**src/rtl/circ_slot_alloc.sv**
```systemverilog
// Round-robin slot allocator: circular first-zero search from a
// rotating pointer, valid/ready allocate port, free port and flush.
module circ_slot_alloc #(
  parameter int W      = 32,
  parameter bit DIR_UP = 1'b1
) (
  input  logic                   clk,
  input  logic                   rst,
  output logic                   alloc_vld_o,
  input  logic                   alloc_rdy_i,
  output logic [$clog2(W)-1:0]   alloc_id_o,
  output logic [W-1:0]           alloc_oh_o,
  input  logic                   free_vld_i,
  input  logic [$clog2(W)-1:0]   free_id_i,
  input  logic                   flush_i,
  output logic [W-1:0]           occ_o,
  output logic [$clog2(W+1)-1:0] count_o,
  output logic                   full_o,
  output logic                   empty_o,
  output logic                   err_o
);

  localparam int LW = $clog2(W);
  localparam int CW = $clog2(W+1);

  logic [W-1:0]  occ_q, occ_d;
  logic [LW-1:0] ptr_q, ptr_d;
  logic [CW-1:0] count_q, count_d;
  logic          err_q, err_d;

  logic          found;
  logic [LW-1:0] srch_id;
  logic [LW-1:0] idx;
  logic          do_alloc;
  logic          free_ok;
  logic          free_bad;

  // Circular first-free search starting at ptr, from registered state only
  always_comb begin
    found   = 1'b0;
    srch_id = '0;
    idx     = '0;
    for (int k = 0; k < W; k++) begin
      idx = DIR_UP ? ptr_q + LW'(k)
                   : ptr_q - LW'(k);
      if (!found && !occ_q[idx]) begin
        found   = 1'b1;
        srch_id = idx;
      end
    end
  end

  assign alloc_vld_o = found;
  assign alloc_id_o  = srch_id;
  assign alloc_oh_o  = found
    ? ({{(W-1){1'b0}}, 1'b1} << srch_id)
    : '0;

  assign do_alloc = found & alloc_rdy_i;
  assign free_ok  = free_vld_i & occ_q[free_id_i];
  assign free_bad = free_vld_i & ~occ_q[free_id_i];

  // Next-state: flush wins; otherwise apply allocate and free together
  always_comb begin
    occ_d   = occ_q;
    ptr_d   = ptr_q;
    count_d = count_q;
    err_d   = err_q;
    if (flush_i) begin
      occ_d   = '0;
      ptr_d   = '0;
      count_d = '0;
    end else begin
      if (do_alloc) begin
        occ_d[srch_id] = 1'b1;
        ptr_d = DIR_UP ? srch_id + LW'(1)
                       : srch_id - LW'(1);
      end
      if (free_ok)
        occ_d[free_id_i] = 1'b0;
      if (free_bad)
        err_d = 1'b1;
      if (do_alloc && !free_ok)
        count_d = count_q + CW'(1);
      else if (!do_alloc && free_ok)
        count_d = count_q - CW'(1);
    end
  end

  // State registers with synchronous reset
  always_ff @(posedge clk) begin
    if (rst) begin
      occ_q   <= '0;
      ptr_q   <= '0;
      count_q <= '0;
      err_q   <= 1'b0;
    end else begin
      occ_q   <= occ_d;
      ptr_q   <= ptr_d;
      count_q <= count_d;
      err_q   <= err_d;
    end
  end

  assign occ_o   = occ_q;
  assign count_o = count_q;
  assign full_o  = (count_q == CW'(W));
  assign empty_o = (count_q == '0);
  assign err_o   = err_q;

endmodule

```
**config.mk**
```make
export PLATFORM = sky130hd
export DESIGN_NAME = circ_slot_alloc
export DESIGN_NICKNAME = d
export VERILOG_FILES = /design/src/rtl/circ_slot_alloc.sv
export SDC_FILE = /design/constraint.sdc
export NUM_CORES = 1
export LEC_CHECK = 0
export ABC_AREA = 1
export BUFFER_PORTS_ARGS = -buffer_cell sky130_fd_sc_hd__buf_2
export CAP_MARGIN = 20
export CORE_ASPECT_RATIO = 0.7
export CORE_MARGIN = 5
export CORE_UTILIZATION = 50
export CTS_CLUSTER_SIZE = 25
export DETAILED_ROUTE_END_ITERATION = 10
export HOLD_SLACK_MARGIN = 0.06
export PLACE_DENSITY = 0.7
export SLEW_MARGIN = 30
export SYNTH_ARGS = -nofsm -noshare
export SYNTH_HDL_FRONTEND = slang
export SYNTH_SLANG_ARGS = --single-unit
export TNS_END_PERCENT = 100
```
**constraint.sdc**
```tcl
create_clock -name clk -period 8.4 [get_ports clk]
set_input_delay 1.68 -clock clk [delete_from_list [all_inputs] [get_ports clk]]
set_output_delay 1.68 -clock clk [all_outputs]
set_load 0.005 [all_outputs]
```
Yosys cells after proc, flatten, opt, wreduce, memory -nomap -nowiden
Cells that the tools add are included.
{"block": "totals", "reg_bits": 44, "latch_bits": 0, "ram_bits": 0, "rom_bits": 0, "input_bits": 10, "output_inout_bits": 79, "wordCells": 326, "memories": 0}
{"block": "op_classes", "add_sub_neg": 34, "n_mul": 0, "div": 0, "magnitude_cmp": 36, "n_eq_ne": 1, "n_shift": 1, "mux": 140, "bitwise": 8, "reduce_logical": 102}
{"cell": "$lt A5 B6 Y1 const B", "count": 34}
{"cell": "$bmux W1 S5", "count": 33}
{"cell": "$mux W5", "count": 32}
{"cell": "$mux W32", "count": 4}
{"cell": "$add A5 B5 Y5 const B", "count": 16}
{"cell": "$mux W1", "count": 67}
{"cell": "$logic_not A1 Y1", "count": 63}
{"cell": "$add A5 B4 Y5 const B", "count": 8}
{"cell": "$logic_and A1 B1 Y1", "count": 35}
{"cell": "$and A32 B32 Y32", "count": 1}
{"cell": "$not A32 Y32", "count": 1}
{"cell": "$or A32 B32 Y32", "count": 1}
{"cell": "$shl A1 B5 Y32 const A", "count": 1}
{"cell": "$add A5 B3 Y5 const B", "count": 4}
{"cell": "$mux W6", "count": 2}
{"cell": "$add A5 B1 Y5 const B", "count": 2}
{"cell": "$add A5 B2 Y5 const B", "count": 2}
{"cell": "$demux W1 S5", "count": 2}
{"cell": "$ge A5 B1 Y1 const B", "count": 2}
{"cell": "$add A6 B1 Y6 const B", "count": 1}
{"cell": "$eq A6 B6 Y1 const B", "count": 1}
{"cell": "$logic_not A6 Y1", "count": 1}
{"cell": "$sub A6 B1 Y6 const B", "count": 1}
{"cell": "$and A1 B1 Y1", "count": 3}
{"cell": "other kinds (4)", "count": 5}

Longest topological paths before layout
{"block": "logic_depth", "word_depth": 105, "depth_mapped": 45, "mapped_depth_nobuf": 42}

Least setup slack after synthesis
OpenSTA, ideal clock, no wires.
{"block": "synth_timing", "path_kind": "reg2out", "startpoint": "reg ptr_q[1]", "endpoint": "out alloc_oh_o[2]", "t_arrival_ns": 5.238, "required_time_ns": 6.720, "setup_slack_ns": 1.482, "path_stages_with_launch": 37, "path_buffers": 5, "path_cell_list": "dfxtp_1 > inv_2 > buf_2 > buf_2 > ha_1 > buf_2 > inv_1 > buf_1 > nand3_1 > nand3_1 > nand3_1 > nand3_1 > nand2_2 > nand3_4 > nor2_4 > nand4_2 > nor2_4 > nand4_4 > nor2_4 > nand4_4 > nor2_4 > nand4_4 > nor2_4 > nand4_2 > nor2_4 > nand4_4 > nor2_8 > nand3_1 > o21ai_0 > inv_1 > nand2_1 > nand2_1 > a21oi_1 > ha_1 > buf_2 > inv_1 > nor3_1"}
{"block": "synth_between", "elab_chain_len": 98, "elab_cells_between_ends": 253, "classes_between": "add/sub (31); shift (1); mux (129); reduce/logical (92)"}
{"element": "start, declared", "line_no": "27", "text": "logic [LW-1:0] ptr_q, ptr_d;"}
{"element": "start signal, assigned", "line_no": "99", "text": "ptr_q <= ptr_d;"}
{"element": "$add A5 B1 Y5", "line_no": "44", "text": "idx = DIR_UP ? ptr_q + LW'(k)"}
{"element": "$bmux W1 S5", "line_no": "46", "text": "if (!found && !occ_q[idx]) begin"}
{"element": "$mux W1 (implied by the code)", "line_no": "46"}
{"element": "$logic_not A1 Y1", "line_no": "46"}
{"element": "$logic_and A1 B1 Y1", "line_no": "46"}
{"element": "$mux W1", "line_no": "46"}
{"element": "$logic_not A1 Y1", "line_no": "46"}
{"element": "$logic_and A1 B1 Y1", "line_no": "46"}
{"element": "[... 83 more ...]"}
{"element": "$logic_and A1 B1 Y1", "line_no": "46"}
{"element": "$mux W1", "line_no": "46"}
{"element": "$logic_not A1 Y1", "line_no": "46"}
{"element": "$logic_and A1 B1 Y1", "line_no": "46"}
{"element": "$mux W5 (*)", "line_no": "46"}
{"element": "named net alloc_id_o[1]", "line_no": "11", "text": "output logic [$clog2(W)-1:0] alloc_id_o,"}
{"element": "$shl A1 B5 Y32 (*)", "line_no": "56", "text": "? ({{(W-1){1'b0}}, 1'b1} << srch_id)"}
{"element": "$mux W32 (*)", "line_no": "56"}
{"element": "end, declared", "line_no": "12", "text": "output logic [W-1:0] alloc_oh_o,"}
Mark *: on every way through the listed nets, which the timed path passes. The rest lies on a longest branch. The select of a mux whose other input is x is not followed.

Final worst setup path
{"block": "layout_timing", "startpoint": "reg ptr_q[1]", "endpoint": "out alloc_oh_o[1]"}
{"block": "layout_between", "elab_chain_len": 98, "elab_cells_between_ends": 253, "classes_between": "add/sub (31); shift (1); mux (129); reduce/logical (92)"}
{"element": "$add A5 B1 Y5", "line_no": "44"}
{"element": "$bmux W1 S5", "line_no": "46"}
{"element": "$mux W1 (implied by the code)", "line_no": "46"}
{"element": "$logic_not A1 Y1", "line_no": "46"}
{"element": "$logic_and A1 B1 Y1", "line_no": "46"}
{"element": "$mux W1", "line_no": "46"}
{"element": "$logic_not A1 Y1", "line_no": "46"}
{"element": "$logic_and A1 B1 Y1", "line_no": "46"}
{"element": "[... 82 more ...]"}
{"element": "$logic_not A1 Y1", "line_no": "46"}
{"element": "$logic_and A1 B1 Y1", "line_no": "46"}
{"element": "$mux W1", "line_no": "46"}
{"element": "$logic_not A1 Y1", "line_no": "46"}
{"element": "$logic_and A1 B1 Y1", "line_no": "46"}
{"element": "$mux W5", "line_no": "46"}
{"element": "$shl A1 B5 Y32", "line_no": "56"}
{"element": "$mux W32 (*)", "line_no": "56"}
Mark *: on every way between the ends. The rest lies on a longest branch, timed or not. The select of a mux whose other input is x is not followed.

==> run metrics <==
Skew-Pair Late Insertion Delay 0.29 ns; FF+latch count, synth 44; Hold Buf Count CTS 0; Worst Hold Class flop to flop; vias in the first global route 8,108; Net Switching 444.8 uW; gr usage total 34.82%; Clock power frac 24.4%; Max Slew Vio Count 0; Yosys cell types 54; Hold Slack 0.4457 ns; outcome complete, no violations; Final setup viols 0; Synth Cell Area 7069 um2; syn_nets 1,307; WP buf/inv 5; fin nets 1,385; CP delay by family, top simple AND/OR/NAND/NOR gates; Horiz. Die Dim 152.1 um; Mean Syn Cell Area 5.553 um2; Placement Cell Area 7674 um2; Crit. End Element output port; initial drt markers 1,326; Max Fanout on Critical Path 14; slowest CP cell xor2_2; Slew @ Worst Pin 0.8941 ns; Peak VDD IR 0.08200 mV; CP arrival 6.18 ns; most used cell, CP nor2_4; Finished Layout Cells 1,542; RSZ-0062 raised after global routing false; CORE AREA 13,870 um2; global-route wire length before repair 45,820 um; TritonCTS Sinks 44; register share of total power 23.7%; FP Rows 36; Fin. Hold Viols 0; sequential area share after synthesis 12.46%; met2 Usage GRT 49.81%; met1 GRT Util 51.59%; Ys Warns 0; post-route ant nets 0; ys flop type dfxtp_1; # diodes 0; max_slew headroom 40.19%; most used routing layer met1; pwr/cell area 116.8 nW/um2; critical path class flop to output port; die area 16,650 um2; via count 9,115; Initial Util 50.96%; Root Buffer clkbuf_16; initial antenna violation count 0; setup ws final 0.5383 ns; TritonRoute pass-1 iters 6; period utilization 93.59%; Area Overhead vs Synth 11.98%; CTS Buf Count 5; largest net degree at the start of global routing 38; # H-tree levels 2; Residual DRC 0; final design instance area without fill 7916 um2; minimum clock period 7.862 ns; sw frac 48.10%; post-detail-place hpwl 23,160 um; Max Freq 127.2 MHz; GRT Residual Overflow 0; GP Congestion 1.044; Post-synth EDFFs 0; IO Pins 89; asr flop ratio synth 0%; Max clock buf depth 2; Inst Count DP 1,528; drt total wl 29,460 um; critical path's largest stage delay 0.43 ns; IO buf count 88; Vias/cell 5.911; CTS tree built; Leak 3.918 nW; share of cells above drive strength 1 14.28%; Pint 479.9 uW; clk_skew 0.008595 ns; met3 Use GR 10.11%; startpoint types flop; max-cap viol count 0; Crit path required time 6.72 ns; average wire per standard cell 19.11 um; Die Y 109.5 um; Logic pwr share 51.9%; Fin Setup TNS 0 ns; Syn Inst Count 1,273; pre-CTS WS 0.5165 ns; Reg clk slew, reported paths 0.06 ns
==> metal layers <==
layer / vias to the layer above / wire (um)
met5: - / 0
met4: 0 / 486
met3: 42 / 4176
met2: 562 / 11390
met1: 4114 / 13410
li1: 4397 / -
==> stage by stage <==
stage / power, mW / utilization, %
floorplan: 0.5273 / -
global placement: 0.6722 / 55.29
detailed placement: 0.6730 / 55.31
CTS: 0.8955 / 56.49
global route: 0.9732 / 57.06
finish: 0.9247 / 57.06
==> final cells by class <==
| cell class | count | area [um2] |
|---|---|---|
| timing repair buffer | 118 | 665.6 |
| clock inverter | 2 | 35.03 |
| multi-input combinational | 1007 | 5300 |
| inverter | 175 | 666.9 |
| clock buffer | 6 | 128.9 |
| sequential | 44 | 882.1 |
| tap | 190 | 237.7 |
| fill | 1478 | 5957 |
==> power groups by stage <==
stage	combinational [mW]	sequential [mW]	clock, mW
floorplan	0.306	0.222	0
global placement	0.449	0.223	0
detailed placement	0.450	0.223	0
CTS	0.452	0.219	0.225
global route	0.520	0.220	0.234
finish	0.480	0.219	0.225
==> Yosys cell counts (2+ instances only) <==
cell      instances  area [um2]
clkbuf_1         14       52.55
a221oi_1          2       17.52
ha_1             23       287.8
buf_1             3       11.26
nor2_4           10       112.6
nor2_8            2       40.04
nor4_1            4       25.02
nand2_1         318        1194
nand3_4           2       35.03
o221ai_1          8       70.07
a31oi_1           6       37.54
nand2_4           4       45.04
clkinv_1          4       15.01
nand4_1          46       287.8
a31o_2            2       17.52
nor2_1          119       446.7
buf_2            19       95.09
o21ai_0          85       425.4
nand3_1         226        1131
o21bai_1          4       30.03
o21a_1            3       22.52
buf_4             7       52.55
nand4_4           5       106.4
a21oi_1          52       260.3
nor3_1           19       95.09
xor2_2            5       81.33
o21ai_1           4       20.02
a22oi_1           8       60.06
nand4_2           3       37.54
inv_2            12       45.04
or2_2             4       25.02
dfxtp_1          44       880.8
buf_6             4       45.04
and2_1            3       18.77
xnor2_1           2       17.52
inv_1           158       593.1
nand2_2           8       50.05
a22o_1            2       17.52
xor2_1           14       122.6
==> layout by cell type, fill, tap and decap left out, drive strengths merged, types with 8 or more instances in the layout <==
master  instances
a21oi          52
a22oi           8
buf           118
dfxtp          44
ha             23
inv           169
nand2         330
nand3         229
nand4          54
nor2          132
nor3           19
o21ai          90
o221ai          8
xor2           19
==> flip-flops by register name (all words and copies together), names as in the netlist <==
signal / count
ptr_q: 5
count_o: 6
err_o: 1
occ_o: 32
==> worst reg2reg max path: cells and delay by family, from the launching register on <==
| family | cells | cell delay [ns] |
|---|---|---|
| AOI/OAI and AO/OA | 6 | 0.87 |
| xor gates and xnor gates | 1 | 0.43 |
| buffers and inverters | 6 | 1.02 |
| and+or+nand+nor | 23 | 3.33 |
| adders and majority gates | 3 | 0.91 |
| DFF | 1 | 0.39 |
==> cell families after synthesis <==
family | Yosys count | synth area share (%)
AOI/OAI and AO/OA | 181 | 14.41
DFF | 44 | 12.46
and+or+nand+nor | 780 | 52.37
adders and majority gates | 24 | 4.354
muxes | 1 | 0.3186
buffers and inverters | 222 | 12.96
xor gates and xnor gates | 21 | 3.133
==> worst paths after layout <==
| path | cells after the start | startpoint | slack (ns) | end |
|---|---|---|---|---|
| worst min-delay path | 2 | err_o | 0.45 | err_o |
| worst max-delay path | 31 | ptr_q[1] | 0.54 | alloc_oh_o[1] |
| worst max register to register | 39 | ptr_q[1] | 1.34 | count_o[5] |
| worst min register to register | 2 | err_o | 0.45 | err_o |
==> timing repair <==
| item | 4_1_cts | 5_1_grt |
|---|---|---|
| setup endpoints to repair | 0 | 31 |
| setup buffers | 0 | 6 |
| gates resized for setup | 0 | 6 |
Power figures use the tool's default switching activity.
